## src/rtl/jk_cmd_seq.sv

```systemverilog
// jk_cmd_seq: queued HOLD/CLEAR/SET/TOGGLE driver for a downstream JK flop.
// Define JK_SEQ_CHECK_EN to compare the fed-back q against q_model.
module jk_cmd_seq #(
  parameter int DEPTH = 4,
  parameter int CNT_W = 4
) (
  input  logic             clk,
  input  logic             reset,
  input  logic             cmd_valid,
  input  logic [1:0]       cmd_op,
  input  logic [CNT_W-1:0] cmd_cnt,
  output logic             cmd_ready,
  output logic             j,
  output logic             k,
  output logic             busy,
  output logic             done,
  output logic             q_model,
  input  logic             q,
  output logic             err
);

  localparam int AW = (DEPTH > 1) ? $clog2(DEPTH) : 1;
  localparam logic [AW:0] FULL_CNT = (AW+1)'(DEPTH);

  typedef enum logic {
    IDLE,
    DRIVE
  } state_t;

  logic [1:0]       op_mem  [DEPTH];
  logic [CNT_W-1:0] cnt_mem [DEPTH];

  logic [AW-1:0]    wr_ptr;
  logic [AW-1:0]    rd_ptr;
  logic [AW:0]      used;

  state_t           state;
  logic [CNT_W-1:0] remaining;

  logic empty;
  logic full;
  logic push;
  logic pop;
  logic last;

  assign empty     = (used == '0);
  assign full      = (used == FULL_CNT);
  assign cmd_ready = !full;
  assign push      = cmd_valid && !full;
  assign last      = (state == DRIVE) && (remaining == '0);
  assign pop       = !empty && ((state == IDLE) || last);
  assign busy      = (state == DRIVE) || !empty;

  // Storage needs no reset: occupancy and pointers define validity.
  always_ff @(posedge clk) begin
    if (push) begin
      op_mem[wr_ptr]  <= cmd_op;
      cnt_mem[wr_ptr] <= cmd_cnt;
    end
  end

  always_ff @(posedge clk or negedge reset) begin
    if (!reset) begin
      wr_ptr <= '0;
      rd_ptr <= '0;
      used   <= '0;
    end else begin
      if (push)
        wr_ptr <= wr_ptr + AW'(1);
      if (pop)
        rd_ptr <= rd_ptr + AW'(1);
      unique case ({push, pop})
        2'b10:   used <= used + (AW+1)'(1);
        2'b01:   used <= used - (AW+1)'(1);
        default: used <= used;
      endcase
    end
  end

  // A pop on the final drive cycle chains the next command with no bubble.
  always_ff @(posedge clk or negedge reset) begin
    if (!reset) begin
      state     <= IDLE;
      remaining <= '0;
      j         <= 1'b0;
      k         <= 1'b0;
      done      <= 1'b0;
    end else begin
      unique case (1'b1)
        pop: begin
          state     <= DRIVE;
          remaining <= cnt_mem[rd_ptr];
          j         <= op_mem[rd_ptr][1];
          k         <= op_mem[rd_ptr][0];
          done      <= (cnt_mem[rd_ptr] == '0);
        end
        (state == DRIVE) && !last: begin
          remaining <= remaining - CNT_W'(1);
          done      <= (remaining == CNT_W'(1));
        end
        default: begin
          state     <= IDLE;
          remaining <= '0;
          j         <= 1'b0;
          k         <= 1'b0;
          done      <= 1'b0;
        end
      endcase
    end
  end

  always_ff @(posedge clk or negedge reset) begin
    if (!reset) begin
      q_model <= 1'b0;
    end else begin
      unique case ({j, k})
        2'b01:   q_model <= 1'b0;
        2'b10:   q_model <= 1'b1;
        2'b11:   q_model <= !q_model;
        default: q_model <= q_model;
      endcase
    end
  end

`ifdef JK_SEQ_CHECK_EN
  always_ff @(posedge clk or negedge reset) begin
    if (!reset)
      err <= 1'b0;
    else if (q != q_model)
      err <= 1'b1;
  end
`else
  logic unused_q;
  assign unused_q = q;
  assign err      = 1'b0;
`endif

endmodule

```

## config.mk

```make
export PLATFORM = sky130hd
export DESIGN_NAME = jk_cmd_seq
export DESIGN_NICKNAME = d
export VERILOG_FILES = /design/src/rtl/jk_cmd_seq.sv
export SDC_FILE = /design/constraint.sdc
export NUM_CORES = 1
export LEC_CHECK = 0
export CORE_AREA = 5 5 63 65
export CTS_BUF_LIST = sky130_fd_sc_hd__clkbuf_4 sky130_fd_sc_hd__clkbuf_8
export CTS_CLUSTER_DIAMETER = 80
export DETAILED_ROUTE_END_ITERATION = 6
export DIE_AREA = 0 0 68 70
export PLACE_DENSITY_LB_ADDON = 0.25
export SETUP_SLACK_MARGIN = 0.5
export SLEW_MARGIN = 20
export SYNTH_ARGS = -nofsm -noshare
export SYNTH_HDL_FRONTEND = slang
export SYNTH_SLANG_ARGS = --single-unit
export TNS_END_PERCENT = 10
```

## constraint.sdc

```tcl
create_clock -name clk -period 7 [get_ports clk]
set_input_delay 1.4 -clock clk [delete_from_list [all_inputs] [get_ports clk]]
set_output_delay 1.4 -clock clk [all_outputs]
set_load 0.02 [all_outputs]
```

# Word level (Yosys, flattened, before mapping)
# Memory sizes are Yosys's and may differ from the RTL's.
# Cells that the tools add are included.
[totals]
regBits = 16
ram_bits = 24
input_bits = 10
output_inout_bits = 7
wordCells = 48
mem_count = 2
[op_classes]
n_addsub = 5
n_eq_ne = 7
n_mux = 9
bitwise = 1
reduce_logical = 15
[mem_list]
columns = ["name", "depth", "width", "read_ports", "rd_ports_with_merged_regs", "wr", "line", "text"]
rows = [
  ["cnt_mem", 4, 4, 1, 0, 1, "31", "logic [CNT_W-1:0] cnt_mem [DEPTH];"],
  ["op_mem", 4, 2, 1, 0, 1, "30", "logic [1:0] op_mem [DEPTH];"],
]
[op_table]
columns = ["operator", "n"]
rows = [
  ["4-bit zero test", 2],
  ["1-bit case mux with 2 select lines", 4],
  ["4-bit case mux with 2 select lines", 1],
  ["2-bit equality test, second input constant", 3],
  ["3-bit case mux with 2 select lines", 1],
  ["2-bit by 1-bit adder with 2-bit output, second input constant", 2],
  ["2-bit by 1-bit equality test with 1-bit output, second input constant", 2],
  ["4-bit by 1-bit equality test with 1-bit output, second input constant", 1],
  ["1-bit logical AND", 4],
  ["1-bit zero test", 4],
  ["4-bit by 1-bit subtractor with 4-bit output, second input constant", 1],
  ["3-bit by 1-bit adder with 3-bit output, second input constant", 1],
  ["3-bit equality test, second input constant", 1],
  ["3-bit zero test", 1],
  ["1-bit case mux with 3 select lines", 1],
  ["3-bit nonzero test", 1],
  ["3-bit by 1-bit subtractor with 3-bit output, second input constant", 1],
  ["1-bit logical OR", 2],
  ["1-bit 2-to-1 mux", 2],
  ["2-bit nonzero test", 1],
  ["1-bit inverter", 1],
]

# Longest topological paths before layout
# Gate-level depths: netlist (run 1).
[logic_depth]
word_depth = 6
ltp_mapped = 9
depth_no_buf = 9

# Worst setup path after synthesis (run 1)
# Ideal clock, no wire load.
[synth_timing]
path_kind = "input-to-reg"
from = "in cmd_valid"
to = "reg used[2]"
setup_time_ns = 0.125
arrival_time_ns = 2.518
required_time_ns = 6.875
slack_ns = 4.356
path_stages = 7
path_buffers = 0
path_cell_list = "and2_1 -> inv_1 -> ha_1 -> fa_1 -> xnor2_1 -> nor2_1 -> xor2_1"
[synth_via]
elab_chain_cells = 3
elab_cells_between_ends = 5
cone_classes = "eq/ne: 2; mux: 1; reduce/logical: 2"
[synth_rtl]
columns = ["element", "line", "text"]
rows = [
  ["start: declaration", "9", "input logic cmd_valid,"],
  ["1-bit logical AND (*)", "49", "assign push = cmd_valid && !full;"],
  ["2-bit by 1-bit equality test with 1-bit output / 2-bit equality test (equally long branches)", "72", "unique case ({push, pop})"],
  ["3-bit case mux with 2 select lines / 2-bit nonzero test (equally long branches)", "n/a", ""],
  ["end signal: assignment", "73", "2'b10: used <= used + (AW+1)'(1);"],
  ["end signal: assignment", "74", "2'b01: used <= used - (AW+1)'(1);"],
  ["end signal: assignment", "75", "default: used <= used;"],
  ["end: declaration", "35", "logic [AW:0] used;"],
]
# Mark *: on every way between the ends. The rest lies on a longest branch, timed or not.
# A chain may end at the register's enable or synchronous reset.

# Final worst setup path (run 1)
[layout_timing]
from = "reg used[0]"
to = "out busy"
[layout_via]
elab_chain_cells = 3
[layout_rtl]
columns = ["element", "line", "text"]
rows = [
  ["3-bit zero test", "46", "assign empty = (used == '0);"],
  ["1-bit zero test", "52", "assign busy = (state == DRIVE) || !empty;"],
  ["1-bit logical OR", "52", ""],
  ["end: declaration", "15", "output logic busy,"],
]
# Every way passes these cells.

==> flow_metrics.env, run 1 <==
export IMPL_num_vias=856
export IMPL_powerDensity_mw_per_mm2=413.1
export IMPL_antennaDiodeCount=0
export IMPL_outcome="complete, no violations"
export IMPL_firstDrtPassIters=3
export IMPL_clkLatencyLatePin_ps=350
export IMPL_post_dp_hpwl_um=1803
export IMPL_track_usage_pct=12.58
export IMPL_start_util_pct=52.65
export IMPL_hold_viol=0
export IMPL_syn_inst=103
export IMPL_core_area_mm2=0.003284
export IMPL_post_drt_wl_per_cell_um=14.89
export IMPL_cts_buffer_depth=2
export IMPL_cts_made_buffers=5
export IMPL_drv_cap=0
export IMPL_critPathLaunchType="register"
export IMPL_synth_top_cell_by_area="edfxtp_1"
export IMPL_grt_max_degree=17
export IMPL_seq_area_frac_synth_pct=64.83
export IMPL_grt_pass1_wl_um=4312
export IMPL_ioPinCount=17
export IMPL_port_buffers=14
export IMPL_post_cts_buffers=0
export IMPL_yosysWarningCount=0
export IMPL_arrival_ps=1920
export IMPL_cts_tree="yes"
export IMPL_synth_net_count=122
export IMPL_syn_avg_cell_area_um2=16.79
export IMPL_syn_cell_area_mm2=0.001729
export IMPL_drtIter0Drc=56
export IMPL_die_area_mm2=0.004760
export IMPL_fp_row_count=21
export IMPL_clock_fmax_mhz=301.6
export IMPL_h_tree_depth=2
export IMPL_ant_nets=0
export IMPL_path_class="register to primary output"
export IMPL_vias_per_cell=5.126
export IMPL_path_max_fanout=4
export IMPL_cts_sinks=40
export IMPL_yosys_most_used_dff="edfxtp_1"
export IMPL_synth_cell_types=31
export IMPL_setup_violations=0
export IMPL_ir_drop_mv=0.2177
export IMPL_crit_slowest_cell="clkdlybuf4s50_1"
export IMPL_critical_path_top_delay_family="simple AND/OR/NAND/NOR gates"
export IMPL_cp_cell_sequence="nor3_1 -> nand2b_1 -> clkdlybuf4s50_1"
export IMPL_ys_async_sr_fraction_pct=40.00
export IMPL_drt_wl_total_um=2486
export IMPL_critPathMaxStageDelay_ps=560
export IMPL_die_h_um=70
export IMPL_post_route_util_pct=60.30
export IMPL_synth_common_cells="edfxtp_1 (24), dfrtp_1 (16), ha_1 (8), inv_1 (7)"
export IMPL_grt_pass1_vias=912
export IMPL_total_power_mw=0.8182
export IMPL_rsz0062_at_grt="no"
export IMPL_root_buffer="clkbuf_4"
export IMPL_layout_nets=139
export IMPL_antenna_found_initial=0
export IMPL_cp_required_ps=5600
export IMPL_finalCritPeriodShare_pct=47.37
export IMPL_netlist_top_cells_area="edfxtp_1 (42%), dfrtp_1 (23%), ha_1 (5.8%)"
export IMPL_fin_worst_skew_ps=12.40
export IMPL_p_leak_nw=0.7883
export IMPL_cts_hold_buf=0
export IMPL_yosysTopAreaCellShare_pct=41.68
export IMPL_die_w_um=68
export IMPL_max_slew_margin_pct=53.68
export IMPL_hp_class="register to register"
export IMPL_worstMarginPinSlew_ps=692.6
export IMPL_area_growth_pct=14.54
export IMPL_clkTransAtPathRegs_ps=120
export IMPL_synth_edf_count=24
export IMPL_critical_path_endpoint_type="primary output"
export IMPL_slew_viol_final=0
export IMPL_drive_above_1_share_pct=14.88
export IMPL_drc=0
export IMPL_yosysMostFrequentCell="edfxtp_1"
export IMPL_tns_ps=0
export IMPL_gp_congestion=0.7416
export IMPL_ys_ff_latch=40
export IMPL_path_buf_inv=1
export IMPL_cts_resized=0
export IMPL_min_period_ps=3316
export IMPL_overflow=0
-- metal layers --
metal | up-vias | wire [um] | global-route usage [%] | share of wire (%)
li1 | 411 | - | - | -
met1 | 422 | 1067 | 15.16 | 43
met2 | 16 | 1223 | 19.06 | 49
met3 | 7 | 136 | 5.449 | 5.5
met4 | 0 | 58 | 5.960 | 2.3
met5 | - | 0 | 0 | 0
-- worst register-to-register path: stages (launching register included) --
cell and delay [ps]:
dfrtp_1 430, inv_1 110, ha_1 140, or3b_4 400, a21oi_2 410, ha_1 290
fa_1 420, mux2_2 260
-- worst paths after layout --
path	slack, ps	cells past startpoint	endpoint	startpoint
worst max-delay path	3680	3	busy	used[0]
worst min-delay path	480	1	q_model	q_model
worst max register to register	4430	7	used[1]	remaining[0]
worst min register to register	480	1	q_model	q_model
max in group asynchronous	5100	1	wr_ptr[0]	reset
min in group asynchronous	1450	1	remaining[0]	reset
-- per-stage QoR --
step,cell area [um^2],instances,hold slack [ps],setup WS (ps)
after floorplan,1729,103,454.9,4356
after global placement,1901,159,460.9,3771
after detailed placement,1901,159,470.1,3734
after CTS,1981,167,486.4,3644
after global routing,1981,167,496.4,3548
final,1981,167,481.8,3684
-- state kept, by name, summed over array words and instances (netlist names) --
signal,flops
done,1
rd_ptr,2
op_mem,8
q_model,1
remaining,4
k,1
state,1
used,3
j,1
cnt_mem,16
wr_ptr,2
-- cells by family after synthesis --
family | after synthesis | synth area share [%]
AO/OA/AOI/OAI | 9 | 4.703
XOR/XNOR | 8 | 4.052
other | 1 | 0.2169
adder cells (fa/ha/maj) | 9 | 6.947
multiplexers | 9 | 10.35
buffers and inverters | 11 | 3.040
flip-flops | 40 | 64.83
AND/OR/NAND/NOR | 16 | 5.862
-- report_power, final --
part	internal (mW)	switching, mW	total [mW]
logic	0.151	0.135	0.286
clock network	0.0744	0.0751	0.150
registers	0.328	0.0552	0.383
-- cells in the final DEF (no fill, tap or decap), drive strengths merged, types with 4 or more instances in the layout --
cell / Yosys / layout
inv: 7 / 7
mux4: 6 / 6
dfrtp: 16 / 16
clkbuf: 2 / 5
ha: 8 / 8
xnor2: 4 / 4
a22o: 5 / 5
edfxtp: 24 / 24
xor2: 4 / 4
clkdlybuf4s50: 0 / 14
and3: 4 / 4
-- final cells by class --
cell class              count  area (um^2)
fillers                   256         1304
flip-flops and latches     40         1121
multi-input cells          52        555.5
repair buffers             14        140.1
well taps                  46        57.56
clock inverters             3        42.54
clock buffers               5        37.54
inverters                   7        26.28
Power figures use the tool's default switching activity.
==> inputs of run 2 (changes only) <==
CORE_AREA = 5 5 64 66   (was 5 5 63 65)
DIE_AREA = 0 0 69 71   (was 0 0 68 70)
clock period = 2.75 ns   (was 7 ns; I/O delays follow)
==> run 2 against run 1 <==
Against the previous run: critical path depth up 4; clock skew down 1.1 ps; die area up 2.9%; design area up 3.0%; utilization down 2.4 points; clock power rose to 2.6 times the previous value; combinational power rose to 2.8 times the previous value; worst hold slack better by 1.8 ps; setup slack worse by 3200 ps; routed wire length up 9.3%; critical endpoint is now used[1]; highest routed layer unchanged.
==> flow_metrics.env, run 2 (synthesis gave the netlist of run 1 again) <==
export IMPL_path_class="register to register"
export IMPL_largest_register="cnt_mem"
export IMPL_antenna_found_initial=0
export IMPL_gp_congestion=0.7450
export IMPL_ioPinCount=17
export IMPL_largest_reg_flops=16
export IMPL_p_comb_share_pct=36.4
export IMPL_ir_drop_mv=0.5254
export IMPL_finalCritPeriodShare_pct=81.84
export IMPL_path_max_fanout=4
export IMPL_grt_pass1_vias=937
export IMPL_cts_made_buffers=5
export IMPL_crit_slowest_cell="dfrtp_1"
export IMPL_fillCellCount=304
export IMPL_drtIter0Drc=49
export IMPL_drt_wl_total_um=2717
export IMPL_vias_per_cell=5.088
export IMPL_layout_commonest_cell="edfxtp_1"
export IMPL_reg2reg_depth=7
export IMPL_cts_tree="yes"
export IMPL_worstMarginPinSlew_ps=754.1
export IMPL_cts_buffer_depth=2
export IMPL_p_leak_nw=0.8047
export IMPL_clkTransAtPathRegs_ps=120
export IMPL_root_buffer="clkbuf_4"
export IMPL_rrSetupSlack_ps=500
export IMPL_clkPwrFrac_pct=17.8
export IMPL_internal_power_mw=1.454
export IMPL_die_area_mm2=0.004899
export IMPL_powerDensity_mw_per_mm2=1070
export IMPL_outcome="complete, no violations"
export IMPL_drive_above_1_share_pct=19.51
export IMPL_core_area_mm2=0.003523
export IMPL_cts_hold_buf=0
export IMPL_num_vias=870
export IMPL_cp_cell_sequence="inv_1 -> ha_1 -> or3b_4 -> a21oi_4 -> ha_4 -> fa_1 -> mux2_2"
export IMPL_min_period_ps=2251
export IMPL_grt_max_degree=17
export IMPL_critical_path_endpoint_type="register"
export IMPL_rr_endpoint="used[1]"
export IMPL_slew_viol_final=0
export IMPL_hp_class="register to register"
export IMPL_port_buffers=14
export IMPL_fp_row_count=22
export IMPL_seq_power_share_pct=45.8
export IMPL_cts_sinks=40
export IMPL_grt_pass1_wl_um=4698
export IMPL_rsz0062_at_grt="yes"
export IMPL_cp_required_ps=2990
export IMPL_rr_startpoint="remaining[0]"
export IMPL_antennaDiodeCount=0
export IMPL_overflow=0
export IMPL_ff_latch_area_mm2=0.001122
export IMPL_dpl_cell_area_mm2=0.001911
export IMPL_post_drt_wl_per_cell_um=15.89
export IMPL_min_from="q_model"
export IMPL_h_tree_depth=2
export IMPL_final_cell_mix="edfxtp_1 (24), dfrtp_1 (15), clkdlybuf4s50_1 (12)"
export IMPL_firstDrtPassIters=2
export IMPL_hold_depth=1
export IMPL_multi_input_comb_area_um2=589.3
export IMPL_track_usage_pct=12.60
export IMPL_stdcell_area_mm2=0.002039
export IMPL_area_growth_pct=17.95
export IMPL_critPathMaxStageDelay_ps=420
export IMPL_clkLatencyLatePin_ps=340
export IMPL_hold_viol=0
export IMPL_switching_share_pct=33.36
export IMPL_clock_fmax_mhz=444.3
export IMPL_die_w_um=69
export IMPL_max_slew_margin_pct=49.57
export IMPL_reg_top3="cnt_mem (16), op_mem (8), remaining (4)"
export IMPL_min_to="q_model"
export IMPL_ant_nets=0
export IMPL_layout_nets=141
export IMPL_power_switching_mw=0.7279
export IMPL_drc=0
export IMPL_start_util_pct=49.08
export IMPL_post_dp_hpwl_um=1844
export IMPL_arrival_ps=2490
export IMPL_tns_ps=0
export IMPL_fin_worst_skew_ps=11.29
export IMPL_setup_violations=0
export IMPL_drv_cap=0
export IMPL_die_h_um=71
export IMPL_critPathLaunchType="register"
## run 2: cell count changes in the layout (fill, tap and decap cells not counted), sizes merged
cell / before / now
buf: 0 / 2
clkdlybuf4s50: 14 / 12
clkinv: 1 / 2
clkinvlp: 1 / 0
dlygate4sd2: 0 / 1
dlymetal6s2s: 0 / 1
## run 2: worst max path at each step
stage	from	endpoint	slack, ps	cells after the start
floorplan	remaining[0]	used[1]	500	7
global placement	remaining[0]	used[1]	360	7
detailed placement	remaining[0]	used[1]	280	7
CTS	used[1]	busy	350	3
global route	remaining[0]	used[1]	420	7
finish	remaining[0]	used[1]	500	7
## run 2: critical path, delay by kind of cell (launching register included)
family                     cells  cell delay (ps)
muxes                          1              270
adders and majority gates      3              750
DFF                            1              420
AOI/OAI and AO/OA              1              180
and+or+nand+nor                1              410
buffers and inverters          1              120
## run 2: power by group through the flow
| stage | clock, mW | sequential [mW] | combinational (mW) |
|---|---|---|---|
| finish | 0.388 | 0.999 | 0.795 |
| global route | 0.432 | 1.02 | 0.885 |
| CTS | 0.400 | 0.992 | 0.771 |
| detailed placement | 0 | 0.998 | 0.751 |
| global placement | 0 | 0.985 | 0.722 |
| floorplan | 0 | 0.962 | 0.578 |
## run 2: routing by layer
metal / part of all wire [%] / GRT usage [%] / vias up
met2: 51 / 20.87 / 15
li1: - / - / 415
met4: 1.0 / 4.555 / 0
met5: 0 / 0 / -
met1: 43 / 14.84 / 434
met3: 4.4 / 5.114 / 6
## run 2: metrics by stage
stage | total power [mW] | hold slack, ps | utilization [%] | setup WS (ps) | cells
finish | 2.182 | 483.5 | 57.88 | 499.4 | 171
global route | 2.341 | 536.8 | 57.88 | 415.9 | 171
CTS | 2.163 | 486.0 | 56.96 | 354.9 | 170
detailed placement | 1.748 | 469.0 | 54.23 | 280.5 | 161
global placement | 1.707 | 459.6 | 54.23 | 359.8 | 161
floorplan | 1.540 | 254.4 | - | 501.6 | 103
## run 2: final cells by class
| class | count | area share (%) |
|---|---|---|
| flip-flops and latches | 40 | 55.03 |
| multi-input cells | 52 | 28.90 |
| clock inverters | 3 | 2.331 |
| well taps | 48 | 2.945 |
| inverters | 7 | 1.288 |
| repair buffers | 16 | 7.669 |
| clock buffers | 5 | 1.840 |
## run 2: what timing repair did
item,CTS,global route
gates resized for setup,2,6
setup buffers,1,1
cloned,0,0
pin swaps,1,1
setup endpoints to repair,4,4
endpoints found under the hold margin,0,0
==> inputs of run 3 (changes only) <==
clock period = 2 ns   (was 2.75 ns; I/O delays follow)
==> run 3 against run 2 <==
Against the previous run: the run now ends with setup timing left; routed wire length up 4.6%; design area up 7.5%; critical path depth unchanged; count of clock-buffer cells in the layout unchanged; first-iteration DRC count down 29%; setup slack worse by 630 ps; total power up 45%; final cell count up 11%.
==> flow_metrics.env, run 3 (synthesis gave the netlist of run 1 again) <==
export IMPL_outcome="finished with violations"
export IMPL_failed_checks="setup timing"
export IMPL_path_max_fanout=2
export IMPL_cts_tree="yes"
export IMPL_num_vias=966
export IMPL_h_tree_depth=2
export IMPL_area_growth_pct=26.84
export IMPL_drv_cap=0
export IMPL_ant_nets=0
export IMPL_powerDensity_mw_per_mm2=1447
export IMPL_post_dp_hpwl_um=2066
export IMPL_gp_congestion=0.6930
export IMPL_cp_cell_sequence="inv_2 -> ha_1 -> or3b_4 -> a21oi_4 -> ha_4 -> fa_1 -> mux2_4"
export IMPL_final_cell_mix="edfxtp_1 (24), buf_4 (16), dfrtp_1 (15)"
export IMPL_worst_slack_ps=-133.7
export IMPL_critPathMaxStageDelay_ps=410
export IMPL_layout_commonest_cell="edfxtp_1"
export IMPL_crit_slowest_cell="dfrtp_1"
export IMPL_track_usage_pct=13.17
export IMPL_min_period_ps=2134
export IMPL_power_switching_mw=1.059
export IMPL_critical_path_top_delay_family="adder cells"
export IMPL_clkTransAtPathRegs_ps=120
export IMPL_cts_buffer_depth=2
export IMPL_clkPwrFrac_pct=12.4
export IMPL_largest_register="cnt_mem"
export IMPL_arrival_ps=2370
export IMPL_overflow=0
export IMPL_core_area_mm2=0.003523
export IMPL_critical_path_endpoint_type="register"
export IMPL_die_h_um=71
export IMPL_antenna_found_initial=0
export IMPL_fp_row_count=22
export IMPL_ir_drop_mv=0.7590
export IMPL_slew_viol_final=0
export IMPL_firstDrtPassIters=4
export IMPL_setup_violations=1
export IMPL_drc=0
export IMPL_post_route_util_pct=62.25
export IMPL_grt_pass1_wl_um=4940
export IMPL_ioPinCount=17
export IMPL_holdWs_ps=375.3
export IMPL_path_buf_inv=1
export IMPL_drive_above_1_share_pct=39.44
export IMPL_start_util_pct=49.08
export IMPL_finalCritPeriodShare_pct=106.7
export IMPL_port_buffers=14
export IMPL_hold_viol=0
export IMPL_clock_fmax_mhz=468.7
export IMPL_total_power_mw=3.174
export IMPL_path_class="register to register"
export IMPL_die_area_mm2=0.004899
export IMPL_reg_top3="cnt_mem (16), op_mem (8), remaining (4)"
export IMPL_antennaDiodeCount=0
export IMPL_grt_pass1_vias=1067
export IMPL_clkLatencyLatePin_ps=340
export IMPL_cp_required_ps=2240
export IMPL_switching_share_pct=33.37
export IMPL_post_drt_wl_per_cell_um=14.96
export IMPL_drt_wl_total_um=2842
export IMPL_fillCellCount=308
export IMPL_root_buffer="clkbuf_4"
export IMPL_cts_sinks=40
export IMPL_seq_power_share_pct=41.9
export IMPL_largest_reg_flops=16
export IMPL_preCtsSetupSlack_ps=-106.8
export IMPL_die_w_um=69
export IMPL_rsz0062_at_grt="yes"
export IMPL_stdcell_area_mm2=0.002193
export IMPL_cts_made_buffers=5
export IMPL_grt_max_degree=17
export IMPL_dpl_cell_area_mm2=0.002036
export IMPL_critPathLaunchType="register"
export IMPL_vias_per_cell=5.084
export IMPL_internal_power_mw=2.115
export IMPL_p_leak_nw=0.9060
export IMPL_p_comb_share_pct=45.7
export IMPL_drtIter0Drc=35
export IMPL_hp_class="primary input to async pin"
export IMPL_layout_nets=160
export IMPL_fin_worst_skew_ps=7.509
export IMPL_cts_hold_buf=0
[run 3: changes by cell type in the layout (fill, tap and decap cells not counted), moves of 3 or more]
| cell | delta |
|---|---|
| buf_6 | +7 |
| and3_4 | +3 |
| and3_1 | -4 |
| clkbuf_2 | +3 |
| buf_4 | +14 |
| clkdlybuf4s50_1 | -4 |
[run 3: power groups by stage]
stage	clock network [mW]	logic, mW	registers (mW)
3_5_place_dp	0	1.26	1.34
2_1_floorplan	0	0.811	1.32
4_1_cts	0.401	1.36	1.33
3_3_place_gp	0	1.21	1.33
5_1_grt	0.449	1.59	1.37
6_report	0.393	1.45	1.33
[run 3: final cells by class]
type / instances / area [um^2] / share of cell area, %
inverter: 7 / 26.28 / 1.198
tap: 48 / 60.06 / 2.738
multi-input combinational: 52 / 625.6 / 28.52
timing repair buffer: 35 / 302.8 / 13.80
clock inverter: 3 / 18.77 / 0.8557
sequential: 40 / 1122 / 51.17
clock buffer: 5 / 37.54 / 1.711
[run 3: repair_timing]
action,4_1_cts,5_1_grt
endpoints found under the setup margin,42,32
setup buffers,3,3
gates resized for setup,30,16
hold endpoints to repair,0,0
pin swaps,1,4
[run 3: worst paths after layout]
check	startpoint	to	slack, ps	cells after the start
min reg2reg	q_model	q_model	480	1
min	reset	q_model	380	2
min in group clk	q_model	q_model	480	1
max	remaining[1]	used[1]	-130	7
max in group asynchronous	reset	rd_ptr[0]	1430	2
max reg2reg	remaining[1]	used[1]	-130	7
[run 3: stage by stage]
step           std cells  setup TNS, ps
2_1_floorplan        103         -176.5
3_3_place_gp         176         -153.6
3_5_place_dp         176         -208.6
4_1_cts              187         -120.3
5_1_grt              190         -205.9
6_report             190         -133.7
[run 3: metal layers]
layer,vias up,routed length [um],global-route usage (%)
met5,-,0,0
met4,0,51,6.725
met3,4,156,5.540
met2,20,1484,22.35
met1,485,1150,14.09
li1,457,-,-
